===== config.mk =====
export PLATFORM = sky130hd
export DESIGN_NAME = instr_fetch_stage
export DESIGN_NICKNAME = d
export VERILOG_FILES = /design/src/rtl/instr_fetch_stage_pkg.sv /design/src/rtl/instr_fetch_stage_fetch_hold_buf.sv /design/src/rtl/instr_fetch_stage.sv
export SDC_FILE = /design/constraint.sdc
export NUM_CORES = 1
export LEC_CHECK = 0
export BUFFER_PORTS_ARGS = -buffer_cell sky130_fd_sc_hd__buf_2
export CAP_MARGIN = 15
export CORE_MARGIN = 2
export CORE_UTILIZATION = 50
export CTS_CLUSTER_SIZE = 20
export DETAILED_ROUTE_END_ITERATION = 6
export GPL_ROUTABILITY_DRIVEN = 0
export GPL_TIMING_DRIVEN = 1
export PLACE_DENSITY = 0.77
export SLEW_MARGIN = 30
export SYNTH_ARGS = -nofsm -noshare
export SYNTH_HDL_FRONTEND = slang
export SYNTH_SLANG_ARGS = --single-unit

===== constraint.sdc =====
create_clock -name clk_i -period 2.03 [get_ports clk_i]
set_input_delay 0.1015 -clock clk_i [delete_from_list [all_inputs] [get_ports clk_i]]
set_output_delay 0.1015 -clock clk_i [all_outputs]
set_load 0.005 [all_outputs]

===== src/rtl/instr_fetch_stage_pkg.sv =====
// Shared definitions for the instruction-fetch stage: constants, fetch-state
// encoding, the output record type and the redirect-priority helper.
package instr_fetch_stage_pkg;

    localparam logic [31:0] NOP_INST = 32'h0000_0000;
    localparam logic [31:0] PC_STEP  = 32'd4;

    typedef enum logic [1:0] {
        FETCH = 2'd0,
        HOLD  = 2'd1,
        DRAIN = 2'd2
    } fetch_state_e;

    typedef struct packed {
        logic [31:0] pc4;
        logic [31:0] inst;
        logic        valid;
    } fetch_out_t;

    localparam fetch_out_t BUBBLE = '{pc4: 32'h0, inst: NOP_INST, valid: 1'b0};

    // Jump outranks a simultaneous taken branch.
    function automatic logic [31:0] redirect_target(
        input logic        jump,
        input logic [31:0] jump_addr,
        input logic [31:0] brench_addr
    );
        return jump ? jump_addr : brench_addr;
    endfunction

endpackage


===== src/rtl/instr_fetch_stage_fetch_hold_buf.sv =====
// Capture/release buffer for an instruction ({pc+4, inst}) fetched while the
// downstream stage is stalled.
module fetch_hold_buf (
    input  logic        clk_i,
    input  logic        rst_i,
    input  logic        load,
    input  logic        rel,
    input  logic        clear,
    input  logic [63:0] din,
    output logic [63:0] dout
);

    // NOTE: this is a single register, not a memory array, so it is cheap to
    // reset and doing so keeps a dropped instruction from lingering.
    always_ff @(posedge clk_i) begin
        if (rst_i || clear) begin
            dout <= '0;
        end else if (load) begin
            dout <= din;
        end else if (rel) begin
            dout <= '0;
        end
    end

endmodule


===== src/rtl/instr_fetch_stage.sv =====
// Instruction-fetch stage: owns the PC, drives the req/ack instruction-memory
// port, applies jump/branch redirects and hazard stalls, feeds IF_ID.
module instr_fetch_stage
    import instr_fetch_stage_pkg::*;
#(
    parameter logic [31:0] RESET_PC = 32'h0000_0000
) (
    input  logic        clk_i,
    input  logic        rst_i,
    input  logic        Hazard_stall_i,
    input  logic        jump_i,
    input  logic [31:0] jump_addr_i,
    input  logic        brench_i,
    input  logic [31:0] brench_addr_i,
    output logic        imem_req_o,
    output logic [31:0] imem_addr_o,
    input  logic        imem_ack_i,
    input  logic [31:0] imem_data_i,
    output logic [31:0] addedPC_o,
    output logic [31:0] inst_o,
    output logic        valid_o
);

    fetch_state_e state;
    fetch_out_t   out_q;
    logic [31:0]  pc;
    logic [31:0]  redir_tgt;
    logic [31:0]  pc_plus4;
    logic [31:0]  tgt;
    logic         redirect;
    logic         buf_load;
    logic         buf_rel;
    logic         buf_clear;
    logic [63:0]  hold_data;

    assign redirect = jump_i | brench_i;
    assign tgt      = redirect_target(jump_i, jump_addr_i, brench_addr_i);
    assign pc_plus4 = pc + PC_STEP;

    assign imem_req_o  = ((state == FETCH) || (state == DRAIN)) && !rst_i;
    assign imem_addr_o = pc;

    assign addedPC_o = out_q.pc4;
    assign inst_o    = out_q.inst;
    assign valid_o   = out_q.valid;

    assign buf_load  = (state == FETCH) && imem_ack_i && !redirect && Hazard_stall_i;
    assign buf_rel   = (state == HOLD) && !redirect && !Hazard_stall_i;
    assign buf_clear = (state == HOLD) && redirect;

    fetch_hold_buf u_hold_buf (
        .clk_i (clk_i),
        .rst_i (rst_i),
        .load  (buf_load),
        .rel   (buf_rel),
        .clear (buf_clear),
        .din   ({pc_plus4, imem_data_i}),
        .dout  (hold_data)
    );

    // Outputs not assigned in a branch keep their value, which is the stall hold.
    always_ff @(posedge clk_i) begin
        if (rst_i) begin
            state     <= FETCH;
            pc        <= RESET_PC;
            redir_tgt <= 32'h0;
            out_q     <= BUBBLE;
        end else begin
            unique case (state)
                FETCH: begin
                    if (redirect) begin
                        out_q <= BUBBLE;
                        if (imem_ack_i) begin
                            pc <= tgt;
                        end else begin
                            redir_tgt <= tgt;
                            state     <= DRAIN;
                        end
                    end else if (imem_ack_i) begin
                        if (Hazard_stall_i) begin
                            state <= HOLD;
                        end else begin
                            out_q <= '{pc4: pc_plus4, inst: imem_data_i, valid: 1'b1};
                            pc    <= pc_plus4;
                        end
                    end else if (!Hazard_stall_i) begin
                        out_q <= BUBBLE;
                    end
                end
                HOLD: begin
                    if (redirect) begin
                        out_q <= BUBBLE;
                        pc    <= tgt;
                        state <= FETCH;
                    end else if (!Hazard_stall_i) begin
                        out_q <= '{pc4: hold_data[63:32], inst: hold_data[31:0], valid: 1'b1};
                        pc    <= pc_plus4;
                        state <= FETCH;
                    end
                end
                DRAIN: begin
                    if (redirect || !Hazard_stall_i) begin
                        out_q <= BUBBLE;
                    end
                    if (imem_ack_i) begin
                        pc    <= redirect ? tgt : redir_tgt;
                        state <= FETCH;
                    end else if (redirect) begin
                        redir_tgt <= tgt;
                    end
                end
                default: begin
                    out_q <= BUBBLE;
                    state <= FETCH;
                end
            endcase
        end
    end

endmodule

Yosys cells after proc, flatten, opt, wreduce, memory -nomap -nowiden
Index checks and enable logic that the tools add are counted.
Word-level totals
  register bits: 195
  input bits: 102
  output and inout port bits: 98
  logic and storage cells: 74
Operators by class
  add/sub/neg operators: 1
  equal/unequal tests: 13
  muxes and demuxes: 31
  bitwise logic cells: 1
  reduce and logical (&&, ||, !) cells: 21
Operator list (number)
  two-way mux 65 bit: 7
  two-way mux 32 bit: 11
  case mux 65 bit (3 select lines): 1
  two-way mux 64 bit: 2
  case mux 32 bit (3 select lines): 1
  case mux 32 bit (2 select lines): 1
  adder 32 x 3 -> 32 bit, second input constant: 1
  inequality test 3 bit, second input constant: 5
  two-way mux 2 bit: 7
  inequality test 2 bit, second input constant: 5
  logical AND 1 bit: 7
  case mux 2 bit (3 select lines): 1
  AND reduction 3 bit: 2
  AND reduction 5 bit: 1
  AND reduction 4 bit: 1
  nonzero test 2 bit: 2
  zero test 1 bit: 3
  logical OR 1 bit: 3
  nonzero test 3 bit: 1
  == test 2 x 1 -> 1 bit, second input constant: 1
  == test 2 bit, second input constant: 1
  zero test 2 bit: 1
  inequality test 2 x 1 -> 1 bit, second input constant: 1
  OR 1 bit: 1

Longest topological paths before layout
Gate-level depths: netlist (run 1).
  depth after elaboration: 6
  depth in mapped cells: 9
  depth with buffers taken out: 6

Cells and area by module
Synthesis (run 1) repeated with hierarchy kept, for this count alone.
Second synthesis, totals
  cell total of the unflattened synthesis: 1181
  area, all modules: 9736.8 um^2
Modules (own cells, without submodules)
  instr_fetch_stage: times used 1, cells each 896, area each 7146.9 um^2, seq. area each 2622.5 um^2
  fetch_hold_buf: times used 1, cells each 285, area each 2590.0 um^2, seq. area each 1281.2 um^2

Worst setup path after synthesis (run 1)
OpenSTA, ideal clock, no wires.
  path kind: reg-to-reg
  start point: reg pc[2] (netlist: imem_addr_o[2])
  end point: reg out_q (netlist bit addedPC_o[24])
  setup time: 0.127 ns
  data arrival time: 1.845 ns
  data required time: 1.903 ns
  path slack: 0.059 ns
  stages on the path, launching flop included: 7
  path buffers: 0
  period minus slack after synthesis: 1.971 ns
  cells stage by stage: dfxtp_1 > ha_1 > nand3_1 > nor2_1 > and3_1 > a311oi_1 > or3_1
Between the ends
  word-level cells in the longest chain between the ends: 5
RTL lines
  start, declared: RTL line instr_fetch_stage.sv:26  | logic [31:0] pc;
  start signal, assigned: RTL line instr_fetch_stage.sv:74  | pc <= tgt;
  start signal, assigned: RTL line instr_fetch_stage.sv:84  | pc <= pc_plus4;
  start signal, assigned: RTL line instr_fetch_stage.sv:93  | pc <= tgt;
  adder 32 x 3 -> 32 bit: RTL line instr_fetch_stage.sv:38  | assign pc_plus4 = pc + PC_STEP;
  two-way mux 65 bit: RTL line instr_fetch_stage.sv:80  | if (Hazard_stall_i) begin
  two-way mux 65 bit: RTL line instr_fetch_stage.sv:79  | end else if (imem_ack_i) begin
  two-way mux 65 bit: RTL line instr_fetch_stage.sv:71  | if (redirect) begin
  case mux 65 bit (3 select lines): RTL line instr_fetch_stage.sv:69  | unique case (state)
  end signal, assigned: RTL line instr_fetch_stage.sv:83  | out_q <= '{pc4: pc_plus4, inst: imem_data_i, valid: 1'b1};
  end signal, assigned: RTL line instr_fetch_stage.sv:96  | out_q <= '{pc4: hold_data[63:32], inst: hold_data[31:0], valid: 1'b1};
  end, declared: RTL line instr_fetch_stage.sv:25  | fetch_out_t out_q;
Every way passes these cells. The select of a mux whose other input is x is not followed.
A chain may end at the register's enable or synchronous reset.

Worst setup path after layout (run 1)
  start point: reg pc[7] (netlist: imem_addr_o[7])
  end point: reg pc[22] (netlist: imem_addr_o[22])
Between the ends
  word-level cells in the longest chain between the ends: 5
  elaborated cells on any way between the ends: 6
  classes of those cells: add/sub: 1; mux: 5
RTL lines (RTL line)
  adder 32 x 3 -> 32 bit (*): instr_fetch_stage.sv:38
  two-way mux 32 bit (*): instr_fetch_stage.sv:80, instr_fetch_stage.sv:95
  two-way mux 32 bit: instr_fetch_stage.sv:79
  two-way mux 32 bit: instr_fetch_stage.sv:71
  case mux 32 bit (3 select lines) (*): instr_fetch_stage.sv:69
Every way passes the cells marked *; elsewhere a longest branch is shown, timed or not. The select of a mux whose other input is x is not followed.

==> flow_metrics.tcl, run 1 <==
set metrics [dict create \
    ys_top_cells_by_area "dfxtp_1, a22oi_1, nor2_1" \
    root_buffer "clkbuf_16" \
    tns_ps 0 \
    fp.dieW_um 141 \
    cp_cell_sequence "and4_1 > buf_4 > and4_1 > and3_1 > or4_1 > o221a_2" \
    p_per_area_mw_per_mm2 728 \
    combPwrFrac_pct 15.7 \
    avgSynthCellArea_sq_um 8.60 \
    netlist_instances 1092 \
    place_hpwl_um 20500 \
    nNetsFinal 1457 \
    seqPwrFrac_pct 45.6 \
    clock_skew_ps 14.0 \
    grt_pass1_wl_um 47500 \
    die_h_um 141 \
    vdd.ir_drop.worst_mv 0.645 \
    hold_violations 0 \
    clock_path_buffers 2 \
    crit_arrival_ps 2320 \
    min_path_type "primary input to flop" \
    drt_iter0_markers 1184 \
    tritoncts "built" \
    grt_pass1_vias 8968 \
    synth_top_area_share_pct 41.6 \
    finalSetupViolCount 0 \
    via_per_inst 6.20 \
    outcome "finished clean" \
    syn_area_sq_mm 0.00939 \
    htreeDepth 4 \
    cp.buffers_inverters 1 \
    critPathRequiredTime_ps 2360 \
    floorplan.rows 50 \
    slowest_delay_ps 480 \
    crit_fanout 5 \
    syn_to_final_growth_pct 30.8 \
    clk_latency_ps 450 \
    io_buffers 199 \
    dr.pass1.iters 6 \
    overflow 0 \
    period_needed_ps 1980 \
    design.die.area_sq_mm 0.0199 \
    pre_cts_slack_ps 96.1 \
    p_clk_share_pct 38.7 \
    synth_top_flop_cell "dfxtp_1" \
    setup_ws_ps 45.5 \
    switching_share_pct 30.0 \
    ant_nets 0 \
    leakagePower_nw 5.01 \
    cts_made_buffers 17 \
    synth_edf_count 0 \
    coreArea_sq_mm 0.0186 \
    wl_per_cell_um 19.0 \
    cp_top_family "simple AND/OR/NAND/NOR gates" \
    yosysWarnings 0 \
    switchingPower_mw 2.68 \
    cts.clk_slew.worst_paths_ps 80 \
    total_power_mw 8.95 \
    maxSlewHeadroom_pct 46.4 \
    cts_sinks 195 \
    synth.distinct_cells 74 \
    routed_wl_um 30400 \
    maxCapViolCount 0 \
    worstSetupPathType "flop to flop" \
    period_share_pct 97.8 \
    fmax_mhz 504 \
    rsz0062_at_grt "yes" \
    grt_max_degree 51 \
    cp-start-kind "flop" \
    initial_utilization_pct 50.6 \
    synthArstFlopShare_pct 0 \
    placed_area_sq_mm 0.0110 \
    design.portCount 200 \
    ys_seq_area_share_pct 41.6 \
    via_count 9926 \
    slowest_stage "or4_1" \
    drive_above_1_share_pct 25.9 \
    worst_pin_slew_ps 784 \
    cpMostUsedCell "and4_1" \
    drcViolationCount 0 \
    internal_power_mw 6.26 \
    synth_seq_cells 195 \
    yosysTopAreaCell "dfxtp_1" \
    final_area_sq_mm 0.0123 \
    grt_usage_pct 29.7 \
    antenna_found_initial 1 \
    syn_nets 1195 \
    crit_path_end_kind "flop" \
    finalMaxSlewViolations 0 \
]
==> cells in the mapped netlist (14+ instances only) <==
cell	n
dfxtp_1	195
nor2_1	152
a22oi_1	98
nand2_1	86
clkbuf_1	63
a21oi_1	45
a22o_1	42
o21ai_0	35
buf_2	33
a211oi_1	32
nor3_1	25
mux2i_1	23
nand3_1	20
nor2b_1	18
a311oi_1	17
xnor2_1	14
==> final cells by class <==
| class | instances | area [sq um] |
|---|---|---|
| Clock buffer | 17 | 425 |
| Sequential cell | 195 | 3900 |
| Tap cell | 234 | 293 |
| Inverter | 9 | 33.8 |
| Multi-Input combinational cell | 780 | 5010 |
| Timing Repair Buffer | 351 | 2420 |
| Clock inverter | 15 | 196 |
| Antenna cell | 1 | 2.50 |
| Fill cell | 1506 | 6300 |
==> cell usage in the layout (no fill, tap or decap), types with 6 or more instances in the layout <==
cell type	synthesis	final
nor4_2	8	8
a222oi_1	6	6
nor2_1	152	152
xor2_1	9	9
inv_1	8	8
nor4_1	6	6
a31oi_1	10	9
nand2b_1	7	7
buf_2	33	198
a21oi_1	45	45
nor2b_1	18	17
mux2i_1	23	23
and4_1	7	7
clkbuf_16	0	17
buf_4	5	78
xnor2_1	14	13
o311ai_0	11	11
a311oi_1	17	17
clkinv_8	0	6
o22ai_1	11	11
buf_12	0	9
a22o_1	42	42
o21ai_1	7	7
dlygate4sd3_1	0	65
o21ai_0	35	35
nor3_1	25	25
dfxtp_1	195	195
nand4_1	9	9
o211ai_1	6	6
a211oi_1	32	32
nand2_1	86	86
nand3_1	20	20
a22oi_1	98	98
==> sequential cells by signal, summed over array words and instances, names as in the netlist <==
signal and flops:
u_hold_buf.dout 64, addedPC_o 32, imem_addr_o 32, inst_o 32, redir_tgt 32, state 2
valid_o 1
==> layer usage <==
metal | GRT usage [%] | share of wire, % | vias up | wire [um]
li1 | - | - | 4615 | -
met1 | 41.0 | 43 | 4717 | 13100
met2 | 46.0 | 45 | 522 | 13800
met3 | 6.69 | 8.9 | 72 | 2710
met4 | 10.3 | 2.8 | 0 | 860
met5 | 0 | 0 | - | 0
==> worst paths after layout <==
| path | start | end | slack [ps] | depth (start not counted) |
|---|---|---|---|---|
| max | imem_addr_o[7] | imem_addr_o[22] | 50 | 6 |
| min | jump_addr_i[12] | redir_tgt[12] | 8 | 3 |
| max reg2reg | imem_addr_o[7] | imem_addr_o[22] | 50 | 6 |
| min reg2reg | u_hold_buf.dout[51] | u_hold_buf.dout[51] | 450 | 2 |
==> worst register-to-register path, cell delays in order (launching register included) <==
cell     delay, ps
dfxtp_1        360
and4_1         280
buf_4          170
and4_1         210
and3_1         220
or4_1          480
o221a_2        140
==> through the flow <==
stage | hold WS, ps | utilization [%] | instances
global route | 13.2 | 66.1 | 1602
finish | 7.98 | 66.1 | 1602
floorplan | 180 | - | 1092
global placement | 356 | 59.0 | 1502
CTS | 1.51 | 65.9 | 1599
detailed placement | 361 | 59.0 | 1502
==> repair_timing <==
item	in CTS	in global routing
hold buffers	65	0
setup endpoints to repair	0	14
hold endpoints to repair	58	0
gates resized for setup	0	5
buffers inserted	0	2
==> cells by family after synthesis <==
group                    share of synthesized area (%)
multiplexers                                      2.57
AO/OA/AOI/OAI                                     28.7
XOR/XNOR                                          2.14
flip-flops                                        41.6
adder cells (fa/ha/maj)                          0.133
AND/OR/NAND/NOR                                   19.3
buffers and inverters                             5.58
==> power groups by stage <==
stage,sequential [mW],combinational [mW],clock [mW]
after detailed placement,4.16,1.26,0
final,4.08,1.40,3.46
after floorplan,4.16,0.706,0
after global placement,4.16,1.24,0
after CTS,4.08,1.36,3.50
after global routing,4.10,1.50,3.65
Power figures use the tool's default switching activity.
==> run 2, diff against run 1 <==
- CORE_UTILIZATION: 50 -> 51
- CTS_BUF_LIST: unset -> sky130_fd_sc_hd__clkbuf_2
- PLACE_DENSITY: 0.77 -> 0.78
- clock period: 2.03 -> 1.6 ns (I/O delays scaled with it)
==> flow_metrics.tcl, run 2 <==
set metrics [dict create \
    synth_common_cells "dfxtp_1, nor2_1, a22oi_1" \
    syn_nets 1195 \
    design.portCount 200 \
    synth_top_area_share_pct 41.6 \
    synth_seq_cells 195 \
    netlist_instances 1092 \
    synth.distinct_cells 74 \
    pre_cts_slack_ps -276 \
    avgSynthCellArea_sq_um 8.60 \
    outcome "aborted with a tool error" \
    worstEpCategory "register input" \
    io_buffers 199 \
    ys_seq_area_share_pct 41.6 \
    yosysTopAreaCell "dfxtp_1" \
    cts_made_buffers 17 \
    synthArstFlopShare_pct 0 \
    error "[ERROR GRT-0232] Routing congestion too high. Check the congestion heatmap in the GUI." \
    syn_area_sq_mm 0.00939 \
    place_inst 1561 \
    place_hpwl_um 20700 \
    clock_path_buffers 2 \
    die_h_um 140 \
    initial_utilization_pct 52.1 \
    cts_sinks 195 \
    yosysWarnings 0 \
    grt_usage_pct 71.9 \
    synth_edf_count 0 \
    synth_top_flop_cell "dfxtp_1" \
    stop_stage "global routing (5_1_grt)" \
    fp.dieW_um 140 \
    placed_area_sq_mm 0.0116 \
    floorplan.rows 49 \
    htreeDepth 4 \
    grt_max_degree 65 \
    synth_most_common_cell "dfxtp_1" \
    ys_top_cells_by_area "dfxtp_1, a22oi_1, nor2_1" \
    postGrtWorstEndpoint "addedPC_o[12]$_SDFFE_PP0P_/D" \
    root_buffer "clkbuf_2" \
    overflow 33 \
]
[run 2: cell counts after synthesis]
Identical to the previous run, type by type.
[run 2: metal layers]
metal	GRT usage (%)	overflow
met1	71.2	0
met2	90.8	17
met3	53.4	1
met4	75.9	15
met5	10.5	0
[run 2: cells by family after synthesis]
| group | after synthesis | synth area share (%) |
|---|---|---|
| xor gates and xnor gates | 23 | 2.14 |
| muxes | 24 | 2.57 |
| buffers and inverters | 117 | 5.58 |
| and+or+nand+nor | 368 | 19.3 |
| AOI/OAI and AO/OA | 364 | 28.7 |
| adders and majority gates | 1 | 0.133 |
| DFF | 195 | 41.6 |
[run 2: timing repair]
action | in CTS
setup endpoints to repair | 183
gates resized for setup | 156
cloned | 7
buffers inserted | 42
hold buffers | 170
pin swaps | 72
hold endpoints to repair | 171
[run 2: metrics by stage]
stage / TNS, ps / utilization, %
after global placement: -9630 / 64.5
after floorplan: -624 / -
after detailed placement: -17330 / 64.5
after CTS: -4540 / 81.9
==> run 3, diff against run 2 <==
- CORE_UTILIZATION: 51 -> 40
- CTS_BUF_LIST: sky130_fd_sc_hd__clkbuf_2 -> unset
- CTS_CLUSTER_SIZE: 20 -> unset
- PLACE_DENSITY: 0.78 -> unset
- PLACE_DENSITY_LB_ADDON: unset -> 0.15
- clock period: 1.6 -> 2.1 ns (I/O delays scaled with it)
==> flow_metrics.tcl, run 3 (same netlist as run 1, synthesis figures left out) <==
set metrics [dict create \
    cts.clk_slew.worst_paths_ps 80 \
    largest_reg_flops 64 \
    finalSetupViolCount 0 \
    leakagePower_nw 5.05 \
    grt_max_degree 65 \
    rrSetupSlack_ps 90 \
    worst_pin_slew_ps 495 \
    antenna_found_initial 1 \
    outcome "finished clean" \
    finalMaxSlewViolations 0 \
    tns_ps 0 \
    cp-start-kind "flop" \
    vdd.ir_drop.worst_mv 0.394 \
    via_per_inst 5.65 \
    nNetsFinal 1455 \
    fillCellCount 2224 \
    utilization_pct 53.4 \
    io_buffers 199 \
    clk_latency_ps 440 \
    die_h_um 157 \
    switchingPower_mw 2.70 \
    period_share_pct 95.7 \
    htreeDepth 4 \
    via_count 9527 \
    clock_path_buffers 2 \
    syn_to_final_growth_pct 32.2 \
    fp.dieW_um 157 \
    hold_violations 0 \
    fmax_mhz 498 \
    overflow 0 \
    wl_per_cell_um 18.7 \
    crit_fanout 6 \
    min_path_type "primary input to flop" \
    busiest_layer "met1" \
    drive_above_1_share_pct 25.9 \
    rsz0062_at_grt "no" \
    critPathLaunch "imem_addr_o[4]" \
    maxCapViolCount 0 \
    seqPwrFrac_pct 45.0 \
    ant_nets 0 \
    regArea_sq_mm 0.00391 \
    grtUsageMet2_pct 36.2 \
    grt_usage_pct 25.0 \
    grt_pass1_vias 8626 \
    crit_arrival_ps 2320 \
    tritoncts "built" \
    p_clk_share_pct 39.5 \
    hold_depth 3 \
    r2r-start "imem_addr_o[4]" \
    crit_path_end_kind "flop" \
    final_common_cell "buf_2" \
    multi_input_area_sq_mm 0.00500 \
    worstSetupPathType "flop to flop" \
    place_hpwl_um 21800 \
    met3_usage_pct 4.82 \
    design.portCount 200 \
    maxSlewHeadroom_pct 66.8 \
    combPwrFrac_pct 15.5 \
    final_cell_mix "buf_2, dfxtp_1, nor2_1, a22oi_1, nand2_1" \
    drt_iter0_markers 986 \
    grt_pass1_wl_um 48500 \
    hp-start "jump_addr_i[14]" \
    r2r_end "addedPC_o[9]" \
    reg2reg_depth 6 \
    routed_wl_um 31500 \
    p_per_area_mw_per_mm2 709 \
    root_buffer "clkbuf_16" \
    internal_power_mw 6.10 \
    grtUsageMet1_pct 37.4 \
    drcViolationCount 0 \
    floorplan.rows 56 \
    period_needed_ps 2010 \
    cts_sinks 195 \
    clock_skew_ps 11.1 \
    switching_share_pct 30.6 \
    cts_made_buffers 17 \
    hold_end "redir_tgt[14]" \
    dr.pass1.iters 7 \
    initial_utilization_pct 40.4 \
    regMostFlops "u_hold_buf.dout" \
    coreArea_sq_mm 0.0233 \
    design.die.area_sq_mm 0.0247 \
    critPathRequiredTime_ps 2410 \
]
-- run 3: worst max-delay path by stage --
stage                                  to  depth (start not counted)
after global placement      addedPC_o[30]                          5
after CTS                   addedPC_o[28]                          6
after floorplan             addedPC_o[24]                          6
final                        addedPC_o[9]                          6
after global routing      imem_addr_o[20]                          6
after detailed placement    addedPC_o[28]                          6
-- run 3: what timing repair did --
item / CTS / global route
buffers inserted: 0 / 1
gates resized for setup: 0 / 5
setup endpoints to repair: 0 / 22
hold endpoints to repair: 51 / 0
hold buffers: 64 / 0
-- run 3: metal layers --
layer | routed length [um] | vias to the layer above
met5 | 0 | -
met4 | 516 | 0
met3 | 2250 | 42
met2 | 13800 | 364
met1 | 14900 | 4516
li1 | - | 4605
-- run 3: layout make-up --
class,count,area share (%)
diodes,1,0.0202
clock buffers,17,3.43
clock inverters,15,1.73
inverters,9,0.272
multi-input cells,780,40.3
flip-flops and latches,195,31.4
well taps,319,3.21
repair buffers,349,19.6
-- run 3: power by group through the flow --
stage / Clock, mW / Sequential, mW / Combinational, mW
after floorplan: 0 / 4.02 / 0.683
after global placement: 0 / 4.04 / 1.22
after detailed placement: 0 / 4.04 / 1.22
after CTS: 3.55 / 3.95 / 1.33
after global routing: 3.69 / 3.98 / 1.48
final: 3.47 / 3.96 / 1.37
-- run 3: worst max-delay path, stage by stage, from the launching register on --
cell	delay [ps]
dfxtp_1	380
buf_4	160
nand4_2	220
or3_1	500
xnor2_1	190
a222oi_1	340
nor3_1	80
-- run 3: metrics by stage --
stage	cells	hold slack, ps	total power, mW	setup slack (ps)	area [sq um]
after floorplan	1092	184	4.70	129	9390
after global placement	1585	361	5.26	160	11100
after detailed placement	1585	362	5.27	138	11100
after CTS	1681	1.53	8.83	107	12300
after global routing	1685	13.9	9.15	9.97	12400
final	1685	18.1	8.80	90.4	12400
